File: config.mk
export PLATFORM = sky130hd
export DESIGN_NAME = sat_counter
export DESIGN_NICKNAME = d
export VERILOG_FILES = /design/src/rtl/sat_counter.sv
export SDC_FILE = /design/constraint.sdc
export NUM_CORES = 1
export LEC_CHECK = 0
export CORE_UTILIZATION = 40
export DETAILED_ROUTE_END_ITERATION = 12
export GPL_ROUTABILITY_DRIVEN = 0
export PLACE_DENSITY = 0.7
export RECOVER_POWER = 25
export SETUP_SLACK_MARGIN = 0.5
export SLEW_MARGIN = 10
export SYNTH_ARGS = -nofsm -noshare
export SYNTH_HDL_FRONTEND = slang
export SYNTH_SLANG_ARGS = --single-unit
File: constraint.sdc
create_clock -name clk -period 4.2 [get_ports clk]
set_clock_uncertainty 0.15 [all_clocks]
set_input_delay 0.84 -clock clk [delete_from_list [all_inputs] [get_ports clk]]
set_output_delay 0.84 -clock clk [all_outputs]
set_load 0.02 [all_outputs]
File: src/rtl/sat_counter.sv
// Saturating up-counter with synchronous reset and clear; clear+inc gives 1.
module sat_counter #(
    parameter int unsigned W = 16
) (
    input  logic         clk,
    input  logic         rst,
    input  logic         clr,
    input  logic         inc,
    output logic [W-1:0] count
);

    localparam logic [W-1:0] CNT_MAX = '1;

    always_ff @(posedge clk) begin
        if (rst) begin
            count <= '0;
        end else if (clr) begin
            count <= inc ? W'(1) : '0;
        end else if (inc && (count != CNT_MAX)) begin
            count <= count + W'(1);
        end
    end

endmodule

# Word-level counts from Yosys, hierarchy flattened
# Cells that the tools add are included.
# word_totals
regBits,16
out_inout_bits,16
elab_cells,8
# classes
n_mux,3
eq_ne,1
addsub,1
reduce_logical,2
# op_table
cell,count
$mux 16,2
$add 16x1->16 const B,1
$ne 16x16->1 const B,1
$reduce_bool 2->1,1
$logic_and 1x1->1,1
$mux 1,1

# Logic depth before layout (Yosys ltp)
# logic_depth
word_depth,4
depth_mapped,6
ltp_nobuf,5

# Worst setup path before layout
# No wires, ideal clock.
# synth_path
kind,input-to-reg
from,in inc
to,reg count[15]
arrival_ps,1991
path_slack_ps,1988
stages,5
required_ps,3979
path_cell_list,nand3_1 or3_1 clkbuf_1 or4_1 a21oi_1
# synth_via
elab_chain_len,2
# synth_rtl
element,line,source
start: declaration,8,"input logic inc,"
$logic_and 1x1->1,19,end else if (inc && (count != CNT_MAX)) begin
$reduce_bool 2->1 (no source line),n/a,
end signal: assignment,18,count <= inc ? W'(1) : '0;
end signal: assignment,20,count <= count + W'(1);
end: declaration,9,output logic [W-1:0] count
# No other way between the ends.
# A chain may end at the register's enable or synchronous reset.

# Worst setup path after layout
# Same ends and word-level chain as after synthesis.

==> qor.txt <==
DR vias: 882
Layout cell share with drive strength beyond 1: 0.0672
Slew Limit Fails: 0
Arrival time worst endpoint: 2790 ps
Crit. End Element: register
Syn Nets: 104
Vias per cell: 6.04
Layout area overhead: 28.6%
TritonCTS clock tree: done
H-tree depth: 1
VDD IR-drop max: 0.000160 V
Yosys reg bits: 16
CTS buffer count: 3
First-pass GRT wire length: 3030 um
Die height: 47.8 um
Fin crit period: 2720 ps
Setup Fix Bufs, Post-CTS: 0
Clock Latency Late Sink: 290 ps
Post-CTS sizing: 0
Type of the worst setup path: input port to register
Period utilization: 0.647
WL/cell: 13.6 um
Gr usage total: 0.193
Hold_buf cts: 0
Iteration-0 DRC count of the detailed router: 36
Delay-heaviest family, CP: simple AND/OR/NAND/NOR gates
DRC: 0
Max Cap Viol: 0
Nets: 125
Crit-path slowest cell: dlygate4sd3_1
Crit-path cells: dlygate4sd3_1 > nand3_1 > or3_1 > or4_1 > a21oi_1
DRT Wirelength: 1990 um
Initial Utilization: 0.429
Yosys cell types: 33
RSZ-0062 raised after global routing: no
Count of port buffers added during placement: 19
Crit-path max FO: 8
Number of global-route vias before repair: 680
Clock buffer depth: 2
Status: completed
Setup TNS: 0 ps
Fmax achieved: 368 MHz
Buf/Inv on CP: 1
Die area: 2290 sq um
Endpoints failing setup: 0
Required time of the critical path: 4280 ps
DIE WIDTH: 47.8 um
Commonest non-fill, non-tap cells in the layout: 16 x dfxtp_1, 13 x clkdlybuf4s50_1, 11 x a21oi_1
Relative slew margins: 0.324
Worst-Margin Slew: 1000 ps
CP startpoint kind: input port
Sequential area share after synthesis: 0.381
Largest net degree at the start of global routing: 12
Synth Cell Area: 841 sq um
DR pass1 iterations: 6
Dpl hpwl: 1410 um
Biggest regs: count: 16 flops
Max FFs per register: 16
Sink Count: 16
CTS Root Cell: clkbuf_4
Worst-path clk slew: 100 ps
Antenna violations before repair: 0
Routed Antenna Nets: 0
Most common cell after layout, fill and taps aside: dfxtp_1
Largest stage delay, worst path: 640 ps
Site row count: 16
Fin area: 1080 sq um
Pwr dens: 248 nW/um^2
Largest Register: count
Grt ovf: 0
Core area: 1960 sq um
Diode count: 0
R2R setup slack: 1850 ps
Synth Instances: 99
I/O pin count: 20
Yosys warnings: 0
Hold Path Class: register to register
Average cell area after synthesis: 8.49 sq um
Final hold vios: 0
Placed instance area: 1050 sq um
Lkg Pwr: 0.349 nW
## logic make-up (layout without fill, tap and decap cells)
group,Yosys count,in the layout,synth area share
fa+ha+maj,1,1,0.0149
simple gates,43,43,0.315
mux,1,1,0.0119
compound gates,29,29,0.226
flops,16,16,0.381
buf+inv,9,29,0.0506
## power breakdown
part,total (W),switching (W),internal (W)
sequential,0.000154,0.00000102,0.000153
combinational,0.0000132,0.00000744,0.00000575
clock,0.000102,0.0000488,0.0000528
## path summary, 6_finish.rpt
check	from	endpoint	depth (start not counted)
min	count[1]	count[1]	2
max reg2reg	count[8]	count[3]	5
max	inc	count[15]	5
min reg2reg	count[1]	count[1]	2
## synth_stat cells
master	number	area share
dfxtp_1	16	0.38
a21oi_1	11	0.065
nand3_1	9	0.054
o31ai_1	6	0.054
or4_1	6	0.054
inv_1	5	0.022
nand2_1	5	0.022
nor3_1	4	0.024
o21ai_0	4	0.024
nand4_1	3	0.022
nor2_1	3	0.013
nor4_1	3	0.022
or3_1	3	0.022
o211a_1	2	0.024
a2111oi_0	1	0.010
a41oi_1	1	0.010
and4_1	1	0.010
buf_2	1	0.0059
clkbuf_1	1	0.0045
clkbuf_2	1	0.0059
dlygate4sd3_1	1	0.012
ha_1	1	0.015
mux2i_1	1	0.012
nand2b_1	1	0.0074
nand4_4	1	0.025
nor3b_1	1	0.0089
o21a_1	1	0.0089
o21bai_1	1	0.0089
o31a_1	1	0.010
o41ai_1	1	0.010
or2_2	1	0.0074
or3_2	1	0.0089
or4_4	1	0.013
## through the flow
step | util | hold WS (ps) | cells | power [W] | worst slack [ps]
2_1_floorplan | - | 418 | 99 | 0.000164 | 1990
3_3_place_gp | 0.534 | 366 | 142 | 0.000170 | 1300
3_5_place_dp | 0.534 | 361 | 142 | 0.000171 | 1280
4_1_cts | 0.553 | 379 | 146 | 0.000271 | 1560
5_1_grt | 0.551 | 407 | 146 | 0.000279 | 1410
6_report | 0.551 | 374 | 146 | 0.000268 | 1480
## routing by layer
| layer | global-route usage | up-vias | routed length [um] |
|---|---|---|---|
| met5 | 0 | - | 0 |
| met4 | 0.0889 | 0 | 37 |
| met3 | 0.0566 | 7 | 134 |
| met2 | 0.278 | 41 | 866 |
| met1 | 0.262 | 404 | 946 |
| li1 | - | 430 | - |
## layout make-up
type                            count  area, sq um
Clock buffer                        4         36.3
Fill cell                         202          881
Inverter                            5         18.8
Multi-Input combinational cell     74          474
Sequential cell                    16          320
Tap cell                           27         33.8
Timing Repair Buffer               20          198
## worst register-to-register path, stage by stage (launching register included)
cell     delay [ps]
dfxtp_1         450
nand4_1         240
nor4_1          920
buf_4           290
nor3b_1          70
mux2i_1         120
Note: power is estimated with default switching activity, not from simulation.
==> RTL edit, RTL diff (same settings) <==
The parameter `W` goes from 16 to 12.
--- a/src/rtl/sat_counter.sv
+++ b/src/rtl/sat_counter.sv
@@ -1,6 +1,6 @@
 // Saturating up-counter with synchronous reset and clear; clear+inc gives 1.
 module sat_counter #(
-    parameter int unsigned W = 16
+    parameter int unsigned W = 12
 ) (
     input  logic         clk,
     input  logic         rst,
Ports: changed (resized count); port bits go from 20 to 16. No check against the original RTL was run, so the function may have changed too.
==> RTL edit against the original RTL <==
  * Sequential cell count decreased by 4
  * Worst setup slack improved by 0.30 ns
  * Final cell count decreased by 25%
  * Synthesized area decreased by 22%
  * Largest power group unchanged
  * Routed wire length decreased by 24%
  * Final area decreased by 22%
  * Critical path type is now flip-flop to output port
  * Count of clock-buffer cells in the layout unchanged
  * Power decreased by 15%
==> RTL edit: results (changes against the original RTL) <==
Post-CTS Setup Bufs: 0 (unchanged)
Largest registers: count x12 (was count x16)
Initial antenna violation count: 0 (unchanged)
Clock Path Buffers: 2 (unchanged)
Filler cell count: 154 (was 202)
CTS Root Cell: clkbuf_4 (unchanged)
Clk_lat worst skew: 0.29 ns (about the same)
Vias in the first global route: 563 (was 680)
Syn nets: 82 (was 104)
Clock transition at path regs: 0.08 ns (was 0.10 ns)
Layout cells sized above 1: 10.8% (was 6.72%)
Synth Area in Adders: 1.91% (was 1.49%)
Initial DRT Pass Iterations: 4 (was 6)
WL per Instance: 13.8 µm (was 13.6 µm)
Post-CTS Resized: 0 (unchanged)
Number of flops mapped to enable cells by yosys: 0 (unchanged)
Synth Area in Compound Gates: 24.6% (was 22.6%)
Port Buf Inserts: 15 (was 19)
Crit path max-delay family: buffers and inverters (was simple AND/OR/NAND/NOR gates)
Status: finished, final reports clean (unchanged)
Hold crit path type: flip-flop to flip-flop (unchanged)
Via density: 6.22 (was 6.04)
Post-synthesis mux area share: 3.05% (was 1.19%)
DRT Wirelength: 1500 µm (was 1990 µm)
Slew margin rel.: 63.0% (was 32.4%)
CTS H-tree lvls: 1 (unchanged)
Data arrival time of the worst path: 1.42 ns (was 2.79 ns)
Xor/xnor cell area share of the yosys netlist: 1.34% (was 0%)
N_diodes: 0 (unchanged)
Post-synth top cells: dfxtp_1 (12), nor2_1 (8), nand2_1 (7) (was dfxtp_1 (16), a21oi_1 (11), nand3_1 (9))
Yosys cell types: 30 (was 33)
Max incr delay on CP: 0.66 ns (was 0.64 ns)
Initial DRC Count: 19 (was 36)
Register area share after synthesis: 36.6% (was 38.1%)
Slowest CP cell: clkdlybuf4s50_1 (was dlygate4sd3_1)
Worst vdd ir: 0.187 mV (was 0.160 mV)
Async set-or-reset flop fraction in the synthesized netlist: 0% (unchanged)
Largest net degree at the start of global routing: 10 (was 12)
Dpl cells: 105 (was 142)
Final nets: 99 (was 125)
Gr usage total: 18.2% (was 19.3%)
First-pass GRT wire length: 2450 µm (was 3030 µm)
Leakage: 0.285 nW (was 0.349 nW)
Synth area leaders: dfxtp_1 (37%), nand3_1 (4.6%), nor2_1 (4.6%) (was dfxtp_1 (38%), a21oi_1 (6.5%), nand3_1 (5.4%))
Mean post-synth cell area: 8.51 µm² (was 8.49 µm²)
Worst-path fanout max: 9 (was 8)
HPWL Detailed: 1070 µm (was 1410 µm)
[RTL edit: cell count changes after synthesis, moves of 4 or more]
cell / delta
o31ai_1: -6
or4_1: -6
inv_1: -4
a21oi_1: -7
dfxtp_1: -4
nor2_1: +5
[RTL edit: final timing paths]
path,startpoint,slack [ns],to,cells past startpoint
worst min register to register,count[6],0.40,count[6],2
worst max register to register,count[0],2.19,count[3],5
worst max-delay path,count[8],1.79,count[8],1
worst min-delay path,count[6],0.40,count[6],2
[RTL edit: cell type report]
class | instances | area, µm² | share of cell area (%)
Inverter | 1 | 3.75 | 0.445
Sequential cell | 12 | 240 | 28.5
Timing Repair Buffer | 15 | 150 | 17.8
Multi-Input combinational cell | 61 | 393 | 46.6
Clock buffer | 4 | 36.3 | 4.30
Tap cell | 16 | 20.0 | 2.37
[RTL edit: stage by stage]
step | hold slack (ns) | utilization (%) | area [µm²] | setup slack, ns
global route | 0.433 | 55.3 | 843 | 1.75
CTS | 0.399 | 55.7 | 848 | 1.80
finish | 0.401 | 55.3 | 843 | 1.79
global placement | 0.374 | 53.3 | 812 | 1.68
floorplan | 0.432 | - | 656 | 2.38
detailed placement | 0.384 | 53.3 | 812 | 1.65
[RTL edit: cells by family after synthesis]
logic type	count (synthesis)
XOR/XNOR	1
AO/OA/AOI/OAI	22
multiplexers	2
buffers and inverters	4
adder cells (fa/ha/maj)	1
AND/OR/NAND/NOR	35
flip-flops	12
[RTL edit: per-layer routing]
metal  wire (µm)  vias to the layer above  global-route usage, %
met2         660                       16                   24.3
met4          34                        0                   9.38
met3          71                        5                   6.03
li1            -                      330                      -
met5           0                        -                      0
met1         733                      327                   25.7
[RTL edit: power breakdown]
part / internal, W / switching [W]
sequential: 0.000115 / 0.00000176
combinational: 0.00000610 / 0.00000822
clock: 0.0000529 / 0.0000449
total: 0.000174 / 0.0000549
